`src/rtl/mmio_port_responder.sv`:
```
// Memory-mapped port responder: output latch, synchronized edge-monitored inputs and a
// free-running cycle timer in a 16-byte window on the data-memory bus.

module mmio_port_lane #(
  parameter int SYNC_STAGES = 2
) (
  input  logic clk,
  input  logic reset,
  input  logic pinAsync,
  input  logic armed,
  input  logic w1c,
  output logic syncOut,
  output logic flag
);
  logic [SYNC_STAGES-1:0] syncPipe;
  logic                   prev;
  logic                   rise;

  assign syncOut = syncPipe[SYNC_STAGES-1];
  assign rise    = syncOut & ~prev & armed;

  always_ff @(posedge clk or posedge reset) begin
    if (reset) begin
      syncPipe <= '0;
      prev     <= 1'b0;
      flag     <= 1'b0;
    end else begin
      syncPipe <= {syncPipe[SYNC_STAGES-2:0], pinAsync};
      prev     <= syncOut;
      // a rise in the same cycle as its clear keeps the flag set
      flag     <= rise | (flag & ~w1c);
    end
  end
endmodule

module mmio_port_responder #(
  parameter logic [31:0] BASE_ADDR   = 32'h1001_0400,
  parameter int          PORT_WIDTH  = 8,
  parameter int          SYNC_STAGES = 2
) (
  input  logic                  clk,
  input  logic                  reset,
  input  logic [31:0]           Address,
  input  logic [31:0]           WriteData,
  input  logic                  MemWrite,
  input  logic                  MemRead,
  input  logic [PORT_WIDTH-1:0] PortIn,
  output logic [31:0]           ReadData,
  output logic                  Hit,
  output logic [31:0]           PortOut,
  output logic                  EventPending
);
  localparam int                ARM_W   = $clog2(SYNC_STAGES + 2);
  localparam logic [ARM_W-1:0]  ARM_MAX = ARM_W'(SYNC_STAGES + 1);

  localparam logic [1:0] OFF_PORT_OUT = 2'd0;
  localparam logic [1:0] OFF_PORT_IN  = 2'd1;
  localparam logic [1:0] OFF_EVENT    = 2'd2;
  localparam logic [1:0] OFF_TIMER    = 2'd3;

  logic [1:0]            offset;
  logic                  wrEn;
  logic [31:0]           portOutReg;
  logic [31:0]           timerReg;
  logic [ARM_W-1:0]      armCnt;
  logic                  armed;
  logic [PORT_WIDTH-1:0] syncVec;
  logic [PORT_WIDTH-1:0] eventVec;
  logic [PORT_WIDTH-1:0] w1cVec;

  assign Hit    = (Address[31:4] == BASE_ADDR[31:4]) && (Address[1:0] == 2'b00);
  assign offset = Address[3:2];
  assign wrEn   = Hit & MemWrite;

  assign PortOut      = portOutReg;
  assign EventPending = |eventVec;
  assign w1cVec       = (wrEn && offset == OFF_EVENT) ? WriteData[PORT_WIDTH-1:0]
                                                      : '0;

  // Edge detection stays off until the synchronizer and prev stage hold post-reset data,
  // so an input already high at reset release is not reported as a rise.
  assign armed = (armCnt == ARM_MAX);

  always_ff @(posedge clk or posedge reset) begin
    if (reset)
      armCnt <= '0;
    else if (!armed)
      armCnt <= armCnt + 1'b1;
  end

  always_ff @(posedge clk or posedge reset) begin
    if (reset)
      portOutReg <= '0;
    else if (wrEn && offset == OFF_PORT_OUT)
      portOutReg <= WriteData;
  end

  // A store to TIMER takes priority over that cycle's increment.
  always_ff @(posedge clk or posedge reset) begin
    if (reset)
      timerReg <= '0;
    else if (wrEn && offset == OFF_TIMER)
      timerReg <= WriteData;
    else
      timerReg <= timerReg + 32'd1;
  end

  for (genvar i = 0; i < PORT_WIDTH; i++) begin : gLane
    mmio_port_lane #(
      .SYNC_STAGES(SYNC_STAGES)
    ) uLane (
      .clk     (clk),
      .reset   (reset),
      .pinAsync(PortIn[i]),
      .armed   (armed),
      .w1c     (w1cVec[i]),
      .syncOut (syncVec[i]),
      .flag    (eventVec[i])
    );
  end

  always_comb begin
    ReadData = '0;
    if (Hit && MemRead) begin
      unique case (offset)
        OFF_PORT_OUT: ReadData = portOutReg;
        OFF_PORT_IN:  ReadData[PORT_WIDTH-1:0] = syncVec;
        OFF_EVENT:    ReadData[PORT_WIDTH-1:0] = eventVec;
        OFF_TIMER:    ReadData = timerReg;
        default:      ReadData = '0;
      endcase
    end
  end
endmodule

```
`config.mk`:
```
export PLATFORM = sky130hd
export DESIGN_NAME = mmio_port_responder
export DESIGN_NICKNAME = d
export VERILOG_FILES = /design/src/rtl/mmio_port_responder.sv
export SDC_FILE = /design/constraint.sdc
export NUM_CORES = 1
export LEC_CHECK = 0
export BUFFER_PORTS_ARGS = -buffer_cell sky130_fd_sc_hd__buf_2
export CORE_MARGIN = 3
export CORE_UTILIZATION = 40
export CTS_BUF_LIST = sky130_fd_sc_hd__clkbuf_2 sky130_fd_sc_hd__clkbuf_4 sky130_fd_sc_hd__clkbuf_8
export DETAILED_ROUTE_END_ITERATION = 6
export GPL_ROUTABILITY_DRIVEN = 0
export GPL_TIMING_DRIVEN = 1
export HOLD_SLACK_MARGIN = 0.03
export SLEW_MARGIN = 20
export SYNTH_ARGS = -nofsm -noshare
export SYNTH_HDL_FRONTEND = slang
export SYNTH_SLANG_ARGS = --single-unit
```
`constraint.sdc`:
```
create_clock -name clk -period 3.55 [get_ports clk]
set_input_delay 0.1775 -clock clk [delete_from_list [all_inputs] [get_ports clk]]
set_output_delay 0.1775 -clock clk [all_outputs]
set_load 0.01 [all_outputs]
```
After elaboration in Yosys (flattened, before gate mapping)
Index checks and enable logic that the tools add are counted.
{"block": "op_classes", "n_mul": 0, "n_shift": 0, "magnitude_cmp": 0, "n_eq_ne": 5, "bitwise": 49, "addsub": 2, "n_div": 0, "mux": 5, "n_reduce_logical": 8}
{"op": "$mux 32", "n": 2}
{"op": "$pmux 24 s2", "n": 1}
{"op": "$add 32x1->32 const B", "n": 1}
{"op": "$pmux 8 s4", "n": 1}
{"op": "$eq 28x25->1 const B", "n": 1}
{"op": "$and 1x1->1", "n": 25}
{"op": "$not 1->1", "n": 16}
{"op": "$mux 8", "n": 1}
{"op": "$or 1x1->1", "n": 8}
{"op": "$reduce_or 8->1", "n": 1}
{"op": "$eq 2x2->1 const B", "n": 3}
{"op": "$logic_and 1x1->1", "n": 5}
{"op": "$logic_not 2->1", "n": 2}
{"op": "$add 2x1->2 const B", "n": 1}
{"op": "$eq 2x1->1 const B", "n": 1}
{"block": "totals", "memories": 0, "elab_cells": 96, "latchBits": 0, "mem_bits_ro": 0, "mem_bits_rw": 0, "in_bits": 76, "register_bits": 98}

Depth between registers and ports, before layout
Gate-level depths: netlist (run 1).
{"block": "depth", "word_depth": 8, "mapped_depth": 7, "ltp_nobuf": 6}

Modules after synthesis
Synthesis (run 1) repeated with hierarchy kept, for this count alone.
{"block": "hier_totals", "hier_cells": 463, "hier_area_um2": 4759.6}
{"mod": "mmio_port_responder", "area_per_inst_um2": 3768.6, "cells_per_inst": 399, "seq_area_each_um2": 1651.6, "n_inst": 1}
{"mod": "mmio_port_lane", "area_per_inst_um2": 123.9, "cells_per_inst": 8, "seq_area_each_um2": 100.1, "n_inst": 8}

Least setup slack after synthesis (run 1)
Ideal clock, no wire load.
{"block": "synth_path", "kind": "reg2reg", "from": "register timerReg[0]", "to": "register timerReg[24]", "required_time_ns": 3.474, "synth_period_minus_slack_ns": 1.786, "arrival_time_ns": 1.710, "setup_slack_ns": 1.764, "path_stages_with_launch": 7, "cell_sequence": "dfrtp_1 ha_1 nand4_1 or3_1 or3b_1 xor2_1 o21ai_1"}
{"block": "synth_via", "elab_chain_cells": 2}
{"item": "from (decl)", "line_no": "64", "text": "logic [31:0] timerReg;"}
{"item": "from (signal assigned)", "line_no": "103", "text": "timerReg <= WriteData;"}
{"item": "from (signal assigned)", "line_no": "105", "text": "timerReg <= timerReg + 32'd1;"}
{"item": "$add 32x1->32", "line_no": "105"}
{"item": "$mux 32", "line_no": "102", "text": "else if (wrEn && offset == OFF_TIMER)"}
Every way passes these cells.
A chain may end at the register's enable or synchronous reset.

Worst setup path in the final report (run 1)
{"block": "layout_path", "from": "register timerReg[6]", "to": "register timerReg[15]"}
The elaborated chain is that of the path after synthesis.

==> results by stage, run 1 <==
Critical path:
- The stage delay of the slowest cell on the critical path is 0.86 ns.
- The signal on the critical path passes through nand3_2 -> nor4_1 -> nand4_1 -> xor2_1 -> o21ai_0.
- The type of the worst setup path is flop to flop.
- The critical path endpoint category is a flop.
- For the worst flop-to-flop path, the logic depth is 5.
- The highest fanout seen on the critical path is 6.
- In this run the register-to-register setup slack is 1.47 ns.
- The startpoint of the worst setup timing path is timerReg[6].
- For the worst setup path, the data required time is around 3.8 ns.
- The startpoint of the lowest-slack register-to-register path is timerReg[6].
- The startpoint class of the critical path is a flop.
- At the worst endpoint, the arrival time is ~2.4 ns.
- Following the worst setup path forward leads to its endpoint at timerReg[15].
- The highest-delay cell along the critical path is sky130_fd_sc_hd__nor4_1.
- The capture instance of the worst register-to-register path is timerReg[15].

Global routing:
- The total routing resource utilization after global routing is ~18%.
- The number of global-route vias before repair is around 3900.
- The first-pass GRT wire length is around 19000 µm.
- Entering global routing, the biggest net connects between 80 and 90 pins.
- The number of antenna violations at the first check in global routing is 0.
- The remaining global-route overflow is 0.

Timing:
- Setup repair after global routing left no endpoint under its margin.
- The number of endpoints failing setup at the final stage is 0.
- For the pin with the worst max-slew slack, the measured transition is about 0.96 ns.
- The worst setup slack after layout is approximately 1.5 ns.
- The final sum of negative setup slack is 0 ns.
- The timing-limited maximum frequency is 480 MHz.
- The portion of the clock cycle consumed by the worst path in the final layout is 58.7%.
- The minimum clock period after layout is roughly 2.1 ns.
- On the final layout, the worst clock skew is around 0.0047 ns.
- Measured against its own limit, the worst slew margin works out to roughly a third.
- The number of slew-limit violations in the final report is 0.
- The final hold violation count is 0.
- The worst hold slack across all endpoints is 0.0466 ns.

Clocking:
- The number of H-tree levels is 3.
- The TritonCTS clock tree is done.
- Clock tree synthesis selected as its root buffer the cell sky130_fd_sc_hd__clkbuf_8.
- Buffers inserted during clock tree synthesis total 9.
- The clock latency at the later pin of the worst-skew pair is 0.35 ns.
- The number of gates resized after cts is 0.
- The clock slew seen by the registers of the worst setup and hold paths is 0.09 ns.
- Counting along the longest clock path gives a buffer depth of 2.
- For this design, the sink count on the clock tree is slightly below 100.

Synthesis:
- After synthesis, the cell types taking the most area are sky130_fd_sc_hd__dfrtp_1, sky130_fd_sc_hd__mux2_2, sky130_fd_sc_hd__nand2_1.
- Among all flip-flop cells after synthesis, the most frequent one is sky130_fd_sc_hd__dfrtp_1.
- Summing the sequential cell areas from Yosys gives about half of the chip area.
- Synthesis inferred 98 register bits.
- Counting every instance in the synthesized netlist gives between 400 and 500.
- The number of different library cells in the post-synthesis netlist is 37.
- The synthesized design spends more area on one cell type than any other, namely sky130_fd_sc_hd__dfrtp_1.
- When the netlist entered floorplanning its net count stood at ~530.
- In this run the mean area of a mapped cell was 10.6 µm².
- Summing every instance area after synthesis gives 4720 µm².
- For this run, the number of Yosys warnings is 0.
- The fraction of post-synthesis cell area in the top cell type by area is 52.0%.
- Yosys mapped a number of flops with a built-in enable equal to 0.
- Of all flip-flops after synthesis, the portion carrying an async set or reset was 100%.

Die:
- The area of the die is 13100 µm².
- The top-level I/O count is roughly 140.
- The height of the chip is between 100 and 150 µm.
- After floorplanning, the core was sized to cover around 11000 µm².
- In this run the horizontal extent of the chip is between 100 and 150 µm.
- The number of rows in the core area is 39.
- Once the floorplan was initialized, standard cells occupied 41.1% of the core.

Route:
- Using the TritonRoute via totals, the vias-per-cell ratio works out to 5.25.
- After detailed routing, the total wire length is between 10000 and 15000 µm.
- For this run, the detailed router's first-pass iteration total came to 6.
- The count of nets left with antenna violations once routing finished came out at 0.
- Across all layers, the routed design uses slightly below 4000 vias.
- The first routing iteration left 182 violations.
- The post-detailed-route wirelength per cell is between 15 and 20 µm.
- The detailed-route DRC error count is 0.

Pwr:
- The leakage power of the design is between 0.002 and 0.003 µW.
- Combinational cells account for between 6 and 7% of the total power.
- The maximum ir drop on the vdd rail is 0.217 mV.
- Power spread over the standard cell area amounts to ~350 nW/µm².
- The part of the power in registers is 56.1%.
- The internal portion of the total power is between 1500 and 2000 µW.
- Of the total power, the clock network draws a little under two fifths.
- The switching power of the nets is about 440 µW.
- The switching power share of the total is 22.0%.

Final layout:
- The synthesis-to-finish area growth is 23.4%.
- The fraction of final layout cells with drive strength greater than 1 is 34.7%.
- The number of nets in the finished design is 670.
- The fraction of the core area covered by cells at the end of the flow is 50.8%.
- Excluding fillers, the count of instances in the completed layout stands at 733.
- The antenna cell count is 0.

Placed design:
- After legalization and detailed placement, the total HPWL measured ~8400 µm.
- Prior to clock tree synthesis, the placed netlist has a worst setup slack of approximately 1.1 ns.
- The count of buffers from port buffering is 141.
- Counting tap cells, the placed design contains a total of 710 instances.

Hold path:
- The kind of path behind the tightest hold check is input port to flop.

Run status:
- The run finished with clean final reports.

Run:
- Max-cap violations in this run came to 0.
## synthesized netlist by cell type (2+ instances only)
master / count
sky130_fd_sc_hd__dfrtp_1: 98
sky130_fd_sc_hd__nand2_1: 50
sky130_fd_sc_hd__nor2_1: 50
sky130_fd_sc_hd__mux2_2: 32
sky130_fd_sc_hd__a22oi_1: 24
sky130_fd_sc_hd__xnor2_1: 20
sky130_fd_sc_hd__o21ai_0: 19
sky130_fd_sc_hd__nand4_1: 18
sky130_fd_sc_hd__clkbuf_1: 16
sky130_fd_sc_hd__xor2_1: 11
sky130_fd_sc_hd__nand3_1: 9
sky130_fd_sc_hd__o21ai_1: 9
sky130_fd_sc_hd__a21oi_1: 8
sky130_fd_sc_hd__a222oi_1: 8
sky130_fd_sc_hd__inv_1: 8
sky130_fd_sc_hd__nor4_1: 8
sky130_fd_sc_hd__o2bb2ai_1: 8
sky130_fd_sc_hd__buf_2: 7
sky130_fd_sc_hd__ha_1: 7
sky130_fd_sc_hd__nor3_1: 6
sky130_fd_sc_hd__and4_1: 4
sky130_fd_sc_hd__buf_6: 3
sky130_fd_sc_hd__mux2_1: 3
sky130_fd_sc_hd__nor4b_1: 3
sky130_fd_sc_hd__and3_1: 2
sky130_fd_sc_hd__nor3_2: 2
sky130_fd_sc_hd__nor4_4: 2
sky130_fd_sc_hd__o21ai_2: 2
## power groups by stage
stage	registers, µW	clock network (µW)	logic, µW
3_5_place_dp	1160	0	131
5_1_grt	1140	824	156
6_report	1130	750	138
2_1_floorplan	1160	0	61.7
4_1_cts	1140	778	138
3_3_place_gp	1160	0	129
## sequential cells by signal, summed over array words and instances, names as in the netlist
| name | cells |
|---|---|
| gLane.uLane.syncPipe | 16 |
| timerReg | 32 |
| gLane.uLane.flag | 8 |
| armCnt | 2 |
| PortOut | 32 |
| gLane.uLane.prev | 8 |
## logic make-up (layout without fill, tap and decap cells)
kind of cell,after synthesis,in the layout,share of synthesized area [%]
and+or+nand+nor,163,163,17.5
DFF,98,98,52.0
AOI/OAI and AO/OA,78,78,11.2
muxes,35,35,8.35
buffers and inverters,34,178,3.37
xor gates and xnor gates,31,31,5.75
adders and majority gates,7,7,1.86
## per-stage QoR
stage	power [µW]	instance area, µm²
floorplan	1220	4720
global placement	1290	5520
detailed placement	1290	5520
CTS	2050	5810
global route	2120	5820
finish	2020	5820
## critical path, delay by kind of cell (launching register included)
kind / cells / cell delay (ns)
AOI/OAI and AO/OA: 1 / 0.14
xor gates and xnor gates: 1 / 0.18
and+or+nand+nor: 3 / 1.23
DFF: 1 / 0.45
## final cells by class
| cell class | instances | area [µm²] |
|---|---|---|
| sequential | 98 | 2450 |
| inverter | 8 | 35.0 |
| tap | 143 | 179 |
| clock buffer | 9 | 124 |
| clock inverter | 5 | 81.3 |
| multi-input combinational | 314 | 2110 |
| timing repair buffer | 156 | 841 |
| fill | 1062 | 5650 |
## routing by layer
layer | wire (µm) | track usage, %
met5 | 0 | 0
met4 | 72 | 3.17
met3 | 772 | 4.28
met2 | 5500 | 30.3
met1 | 5080 | 23.9
## layout by cell type, fill, tap and decap left out, types with 9 or more instances in the layout
master / instances
sky130_fd_sc_hd__a22oi_1: 24
sky130_fd_sc_hd__buf_2: 141
sky130_fd_sc_hd__clkbuf_8: 9
sky130_fd_sc_hd__dfrtp_1: 98
sky130_fd_sc_hd__dlygate4sd3_1: 9
sky130_fd_sc_hd__mux2_2: 32
sky130_fd_sc_hd__nand2_1: 50
sky130_fd_sc_hd__nand3_1: 9
sky130_fd_sc_hd__nand4_1: 18
sky130_fd_sc_hd__nor2_1: 50
sky130_fd_sc_hd__o21ai_0: 19
sky130_fd_sc_hd__o21ai_1: 9
sky130_fd_sc_hd__xnor2_1: 20
sky130_fd_sc_hd__xor2_1: 11
## repair_timing
item / 4_1_cts / 5_1_grt
endpoints found under the hold margin: 8 / 66
hold buffers: 8 / 1
setup buffers: 0 / 0
setup endpoints to repair: 0 / 0
## worst min-delay path by stage
stage                     cells past startpoint          start                          to  slack [ns]
after floorplan                               0      PortIn[0]  gLane[0].uLane.syncPipe[0]        0.21
after global placement                        1      PortIn[6]  gLane[6].uLane.syncPipe[0]        0.28
after detailed placement                      1      PortIn[2]  gLane[2].uLane.syncPipe[0]        0.29
after CTS                                     3  WriteData[15]                timerReg[15]        0.03
after global routing                          3  WriteData[14]                timerReg[14]        0.05
final                                         3  WriteData[28]                timerReg[28]        0.05
Power figures use the tool's default switching activity.
==> run 2: changes to the inputs <==
Clock period 3.55 ns to 2 ns, I/O delays scaled along.
==> run 2 against run 1 <==
Against the previous run: clock power is 57% higher; sequential power increased by 79%; combinational power is 120% higher; largest power group unchanged.
==> results by stage, run 2 (synthesized netlist as in run 1, its figures left out) <==
Timing:
- The number of endpoints failing setup at the final stage is 0 (unchanged).
- The worst hold slack across all endpoints is 0.234 ns (+0.187 ns).
- The slew at the pin closest to its max-slew limit was 0.594 ns (-0.370 ns).
- Setup repair after global routing left no endpoint under its margin.
- The number of slew-limit violations in the final report is 0 (unchanged).
- The timing-limited maximum frequency came to 535 MHz (+11%).
- The final sum of negative setup slack is 0 ns (unchanged).
- The final hold violation count is 0 (unchanged).
- The minimum clock period after layout is 1.87 ns (-0.212 ns).
- The worst clock skew came to 0.0127 ns (+0.00803 ns).
- The portion of the clock cycle consumed by the worst path in the final layout is 93.5% (+35 points).
- The worst slew slack as a fraction of its limit is 60.4% (+25 points).
- The worst setup slack after layout came to 0.129 ns (-1.34 ns).

Route:
- The remaining antenna violation count was 0 (unchanged).
- The routed wire length was 12200 µm (+6.6%).
- The number of search-and-repair iterations in the first detailed-routing pass was 6 (unchanged).
- The post-detailed-route wirelength per cell is 15.6 µm (about the same).
- The detailed-route DRC error count is 0 (unchanged).
- The post-detailed-route via-to-cell ratio is 5.17 (-1.4%).
- The number of DRC markers after the initial detailed-route iteration was 220 (+21%).
- The total vias in the final route is 4045 (+5.2%).

Global routing:
- The first-pass GRT wire length is 20000 µm (+4.8%).
- The number of antenna violations at the first check in global routing is 0 (unchanged).
- The remaining global-route overflow came to 0 (unchanged).
- The number of global-route vias before repair is 4028 (+2.4%).
- The pin count of the biggest net entering global routing was 99 (+18%).
- The total routing resource utilization after global routing is 18.8% (+0.82 points).

Die:
- The die width is 115 µm (unchanged).
- The height of the chip is 115 µm (unchanged).
- The area of the die is 13100 µm² (unchanged).
- The effective utilization at floorplan is 41.1% (unchanged).
- The core outline area was 11500 µm² (unchanged).
- The number of rows in the core area is 39 (unchanged).
- The top-level I/O count came to 142 (unchanged).

Hold path:
- The kind of path behind the tightest hold check is input port to flop.

Clocking:
- The clock net sink count came to 98 (unchanged).
- The clock slew seen by the registers of the worst setup and hold paths is 0.11 ns (+0.02 ns).
- The clock latency at the later pin of the worst-skew pair was 0.36 ns (about the same).
- The TritonCTS clock tree is done.
- The buffer cell driving the clock tree root is sky130_fd_sc_hd__clkbuf_8.
- The CTS buffer count is 9 (unchanged).
- The number of H-tree levels is 3 (unchanged).
- The maximum clock insertion buffer count is 2 (unchanged).

Final layout:
- The library cell used most frequently in the layout, excluding fill and tap cells, is sky130_fd_sc_hd__buf_2.
- The fill cell instance count of the final layout is 1041 (-2.0%).
- The antenna cell count is 0 (unchanged).
- The area growth from synthesis to layout is 32.9%.
- The post-route cell area is 6270 µm² (+7.7%).
- The fraction of final layout cells with drive strength greater than 1 is 34.9% (+0.15 points).
- The number of nets in the finished design is 717 (+7.0%).
- The fraction of the core area covered by cells at the end of the flow was 54.7% (+3.9 points).
- In the layout the commonest cells are sky130_fd_sc_hd__buf_2, sky130_fd_sc_hd__dfrtp_1, sky130_fd_sc_hd__nor2_1, sky130_fd_sc_hd__nand2_1, sky130_fd_sc_hd__dlygate4sd3_1.

Critical path:
- The critical path endpoint category is a flop.
- The worst setup path is launched from a flop.
- The critical path is of the flop to flop type.
- The data required time of the worst path is 2.30 ns (-1.52 ns).
- The highest fanout seen on the critical path is 4 (-2).
- The data arrival time of the worst path is 2.17 ns (-0.18 ns).

Placed design:
- The sum of net half-perimeters after detailed placement is 8710 µm (+3.6%).
- The area of placed instances is 5660 µm² (+2.4%).
- The count of buffers from port buffering is 141 (unchanged).
- The worst slack at placement came to 0.0356 ns (-1.02 ns).

Run status:
- The flow ran to the end, and the final reports show no timing, DRC or antenna violations.

Pwr:
- The maximum ir drop on the vdd rail is 0.370 mV (+71%).
- The leakage power of the design is 0.00289 µW (+7.3%).
- The power per cell area is 558 nW/µm² (+61%).

Run:
- The total of max-cap violations came to 0 (unchanged).
==> run 2: power by group <==
part	internal (µW)	switching, µW
Combinational	151	149
Clock	458	726
Sequential	2000	11.8
Total	2610	887
==> run 2: layout make-up <==
type	instances	area, µm²	area share [%]
Clock buffer	9	124	1.98
Clock inverter	7	53.8	0.858
Inverter	8	33.8	0.539
Multi-Input combinational cell	314	2120	33.7
Sequential cell	98	2450	39.1
Tap cell	143	179	2.85
Timing Repair Buffer	203	1310	20.9
==> run 2: critical path, stage by stage, from the launching register on <==
cell                      delay (ns)
sky130_fd_sc_hd__dfrtp_1        0.37
sky130_fd_sc_hd__ha_1           0.21
sky130_fd_sc_hd__nand4_1        0.15
sky130_fd_sc_hd__or3_4          0.45
sky130_fd_sc_hd__or3b_1         0.37
sky130_fd_sc_hd__xor2_1         0.15
sky130_fd_sc_hd__o21ai_1        0.11
==> run 2: repair_timing <==
action / in CTS / in global routing
endpoints found under the setup margin: 0 / 9
gates resized for setup: 0 / 2
hold buffers: 41 / 0
hold endpoints to repair: 170 / 0
setup buffers: 0 / 2
==> run 2: final timing paths <==
check                                        endpoint                       start  depth (start not counted)  slack (ns)
max                                      timerReg[24]                 timerReg[1]                          6        0.13
min in group asynchronous  gLane[1].uLane.syncPipe[0]                       reset                          4        0.39
min                               gLane[6].uLane.flag                    MemWrite                          4        0.23
max reg2reg                              timerReg[24]                 timerReg[1]                          6        0.13
min reg2reg                gLane[5].uLane.syncPipe[1]  gLane[5].uLane.syncPipe[0]                          0        0.34
max in group asynchronous                timerReg[27]                       reset                          4        1.17
==> run 2: per-stage QoR <==
stage | total power (µW) | cells
6_report | 3500 | 782
5_1_grt | 3660 | 782
4_1_cts | 3540 | 780
3_5_place_dp | 2300 | 723
3_3_place_gp | 2290 | 723
2_1_floorplan | 2160 | 446
==> run 2: metal layers <==
metal	part of all wire [%]	wire, µm	vias to the layer above	global-route usage [%]
met4	0.89	109	0	5.86
met3	5.1	616	8	2.85
met2	48	5890	121	31.2
li1	-	-	1977	-
met1	46	5570	1939	25.4
met5	0	0	-	0
==> run 3: changes to the inputs <==
Settings changed: CTS_BUF_LIST sky130_fd_sc_hd__clkbuf_2 sky130_fd_sc_hd__clkbuf_4 sky130_fd_sc_hd__clkbuf_8 to sky130_fd_sc_hd__clkbuf_2, CTS_CLUSTER_DIAMETER from default to 30, PLACE_DENSITY from default to 0.71.
==> run 3 against run 2 <==
Against the previous run: the run now ends with setup timing left; clock power down 11%; non-clock buffer count is 5 higher; final area rose by 0.20%; die area unchanged; routed wire length grew 2.0%; cell count grew 0.51%; critical path type is now flop to primary output; largest power group unchanged.
==> results by stage, run 3 (synthesized netlist as in run 1, its figures left out) <==
Run status:
- The run finished, with violations left.
- The checks that failed: setup timing.

Timing:
- The minimum clock period after layout came to 2.05 ns (+0.178 ns).
- The number of endpoints failing setup at the final stage is 2 (+2).
- The worst slew slack as a fraction of its limit is 60.0% (-0.33 points).
- The timing-limited maximum frequency came to 488 MHz (-8.7%).
- The final hold violation count is 0 (unchanged).
- The worst setup slack after layout is -0.0492 ns (-0.178 ns).
- Setup repair after global routing could not meet its margin everywhere.
- The final sum of negative setup slack came to -0.0591 ns (-0.0591 ns).
- The number of slew-limit violations in the final report came to 0 (unchanged).
- The worst clock skew is 0.0396 ns (+0.0268 ns).
- The portion of the clock cycle consumed by the worst path in the final layout is 102% (+8.9 points).
- The slew at the pin closest to its max-slew limit is 0.599 ns (+0.00499 ns).

Route:
- The post-detailed-route via-to-cell ratio is 5.15 (-0.36%).
- The routed wire length on met2 was 6180 µm (+4.9%).
- The number of DRC markers after the initial detailed-route iteration was 202 (-8.2%).
- The number of search-and-repair iterations in the first detailed-routing pass is 4 (-2).
- The detailed-routing wirelength on met1 is 5250 µm (-5.8%).
- The met3 routed wirelength was 905 µm (+47%).
- The remaining antenna violation count is 0 (unchanged).
- The routed wire length came to 12400 µm (+2.0%).
- In this run the top signal layer used is met4.
- The total vias in the final route was 4051 (+0.15%).
- The detailed-route DRC error count is 0 (unchanged).
- The post-detailed-route wirelength per cell is 15.8 µm (+1.5%).

Critical path:
- The data arrival time of the worst path was 1.95 ns (-0.22 ns).
- Traced cell by cell, the critical path runs through buf_6 -> a222oi_1 -> nor2_1 -> a21oi_1 -> nor2_1 -> buf_2.
- The type of the worst setup path is flop to primary output.
- The stage delay of the slowest cell on the critical path is 0.46 ns (about the same).
- The cell that appears most often on the critical path is sky130_fd_sc_hd__nor2_1.
- The worst setup path is captured at a primary output.
- The worst reg2reg path depth was 6 (unchanged).
- The category of cells accounting for the largest share of critical-path delay is compound AO/OA/AOI/OAI gates.
- The count of buffering cells on the critical path with inverters included was 2 (+2).
- The startpoint of the lowest-slack register-to-register path is timerReg[1].
- The critical path starts at timerReg[0].
- STA classifies the critical path startpoint as a flop.
- The highest fanout seen on the critical path is 2 (-2).
- The highest-delay cell along the critical path is sky130_fd_sc_hd__dfrtp_1.
- The data required time of the worst path was 1.90 ns (-0.40 ns).
- The depth of the critical timing path with buffers and inverters included came to 6 (unchanged).

Die:
- The effective utilization at floorplan came to 41.1% (unchanged).
- The number of rows in the core area is 39 (unchanged).
- The die width was 115 µm (unchanged).
- The height of the chip is 115 µm (unchanged).
- The area of the die is 13100 µm² (unchanged).
- The core outline area is 11500 µm² (unchanged).
- The top-level I/O count was 142 (unchanged).

Global routing:
- The remaining global-route overflow is 0 (unchanged).
- The pin count of the biggest net entering global routing was 99 (unchanged).
- The total routing resource utilization after global routing is 19.4% (+0.64 points).
- The number of global-route vias before repair was 4154 (+3.1%).
- The first-pass GRT wire length is 20200 µm (+1.2%).
- The number of antenna violations at the first check in global routing came to 0 (unchanged).

Final layout:
- The fraction of the core area covered by cells at the end of the flow came to 54.8% (+0.11 points).
- Leaving out fill and tap cells, the most frequent cells in the layout are sky130_fd_sc_hd__buf_2, sky130_fd_sc_hd__dfrtp_1, sky130_fd_sc_hd__nor2_1, sky130_fd_sc_hd__nand2_1, sky130_fd_sc_hd__dlygate4sd3_1.
- The fraction of final layout cells with drive strength greater than 1 was 36.1% (+1.2 points).
- The final cell count without fillers is 786 (+0.51%).
- The leading cell type in the layout, fill and taps excluded is sky130_fd_sc_hd__buf_2.
- The antenna cell count is 0 (unchanged).
- The number of nets in the finished design is 722 (+0.70%).
- The synthesis-to-finish area growth is 33.1%.

Pwr:
- The switching power of the nets is 814 µW (-8.2%).
- The leakage power of the design came to 0.00291 µW (+0.60%).
- The fraction of power consumed by the clock network is 31.2% (-2.6 points).
- The part of the power in registers came to 59.9% (+2.3 points).
- The power per cell area is 537 nW/µm² (-3.8%).
- The internal power is 2560 µW (-2.0%).
- The relative contribution of combinational cells to total power came to 8.9% (+0.3 points).
- The switching power share of the total came to 24.1% (-1.2 points).
- The maximum ir drop on the vdd rail is 0.430 mV (+16%).

Placed design:
- The number of placed instances with taps included came to 721 (-0.28%).
- The sum of net half-perimeters after detailed placement came to 8860 µm (+1.7%).
- The count of buffers from port buffering was 141 (unchanged).

Clocking:
- The TritonCTS clock tree is done.
- The clock net sink count is 98 (unchanged).
- The clock slew seen by the registers of the worst setup and hold paths is 0.26 ns (+0.15 ns).
- The maximum clock insertion buffer count is 2 (unchanged).
- The CTS buffer count is 9 (unchanged).
- The buffer cell driving the clock tree root is sky130_fd_sc_hd__clkbuf_2.
- The clock latency at the later pin of the worst-skew pair was 0.61 ns (+0.25 ns).
- The number of H-tree levels is 3 (unchanged).

Run:
- The total of max-cap violations came to 0 (unchanged).

Hold path:
- The tightest min-delay check is of the input port to asynchronous set/reset pin type.
run 3: area by class of cell:
class	instances	area [µm²]
Timing Repair Buffer	208	1360
Clock buffer	9	45.0
Fill cell	1007	5180
Multi-Input combinational cell	314	2130
Sequential cell	98	2460
Tap cell	143	179
Inverter	8	33.8
Clock inverter	6	82.6
run 3: worst register-to-register path, delay by kind of cell (launching register included):
family / cells / cell delay [ns]
AOI/OAI and AO/OA: 1 / 0.11
and+or+nand+nor: 3 / 0.97
xor gates and xnor gates: 1 / 0.16
DFF: 1 / 0.45
adders and majority gates: 1 / 0.22
run 3: worst paths after layout:
path                                               to  slack (ns)
max reg2reg                              timerReg[24]        0.03
max in group asynchronous                 PortOut[18]        1.47
min reg2reg                gLane[1].uLane.syncPipe[1]        0.36
min                                        PortOut[1]        0.12
min in group clk           gLane[1].uLane.syncPipe[0]        0.12
max                                       ReadData[0]       -0.05
run 3: power by group through the flow:
stage	logic (µW)	clock network, µW	registers [µW]
after floorplan	110	0	2050
after global placement	232	0	2050
after detailed placement	237	0	2050
after CTS	302	1090	2020
after global routing	336	1170	2030
final	302	1050	2020
run 3: metrics by stage:
stage                     worst slack (ns)  area, µm²  power [µW]  hold slack, ns
after floorplan                      0.214       4720        2160           0.131
after global placement              0.0988       5640        2280           0.208
after detailed placement            0.0435       5640        2290           0.209
after CTS                          -0.0797       6260        3410          0.0637
after global routing                -0.214       6280        3530          0.0438
final                              -0.0492       6280        3380           0.120
run 3: layer usage:
metal	global-route usage, %	up-vias
li1	-	1981
met1	24.4	1920
met2	32.6	142
met3	5.34	8
met4	5.94	0
met5	0	-
run 3: timing repair:
| item | CTS | global route |
|---|---|---|
| hold buffers | 42 | 0 |
| pin swaps | 7 | 13 |
| endpoints found under the setup margin | 8 | 17 |
| resized for setup | 5 | 4 |
| endpoints found under the hold margin | 178 | 0 |
| buffers inserted | 8 | 1 |
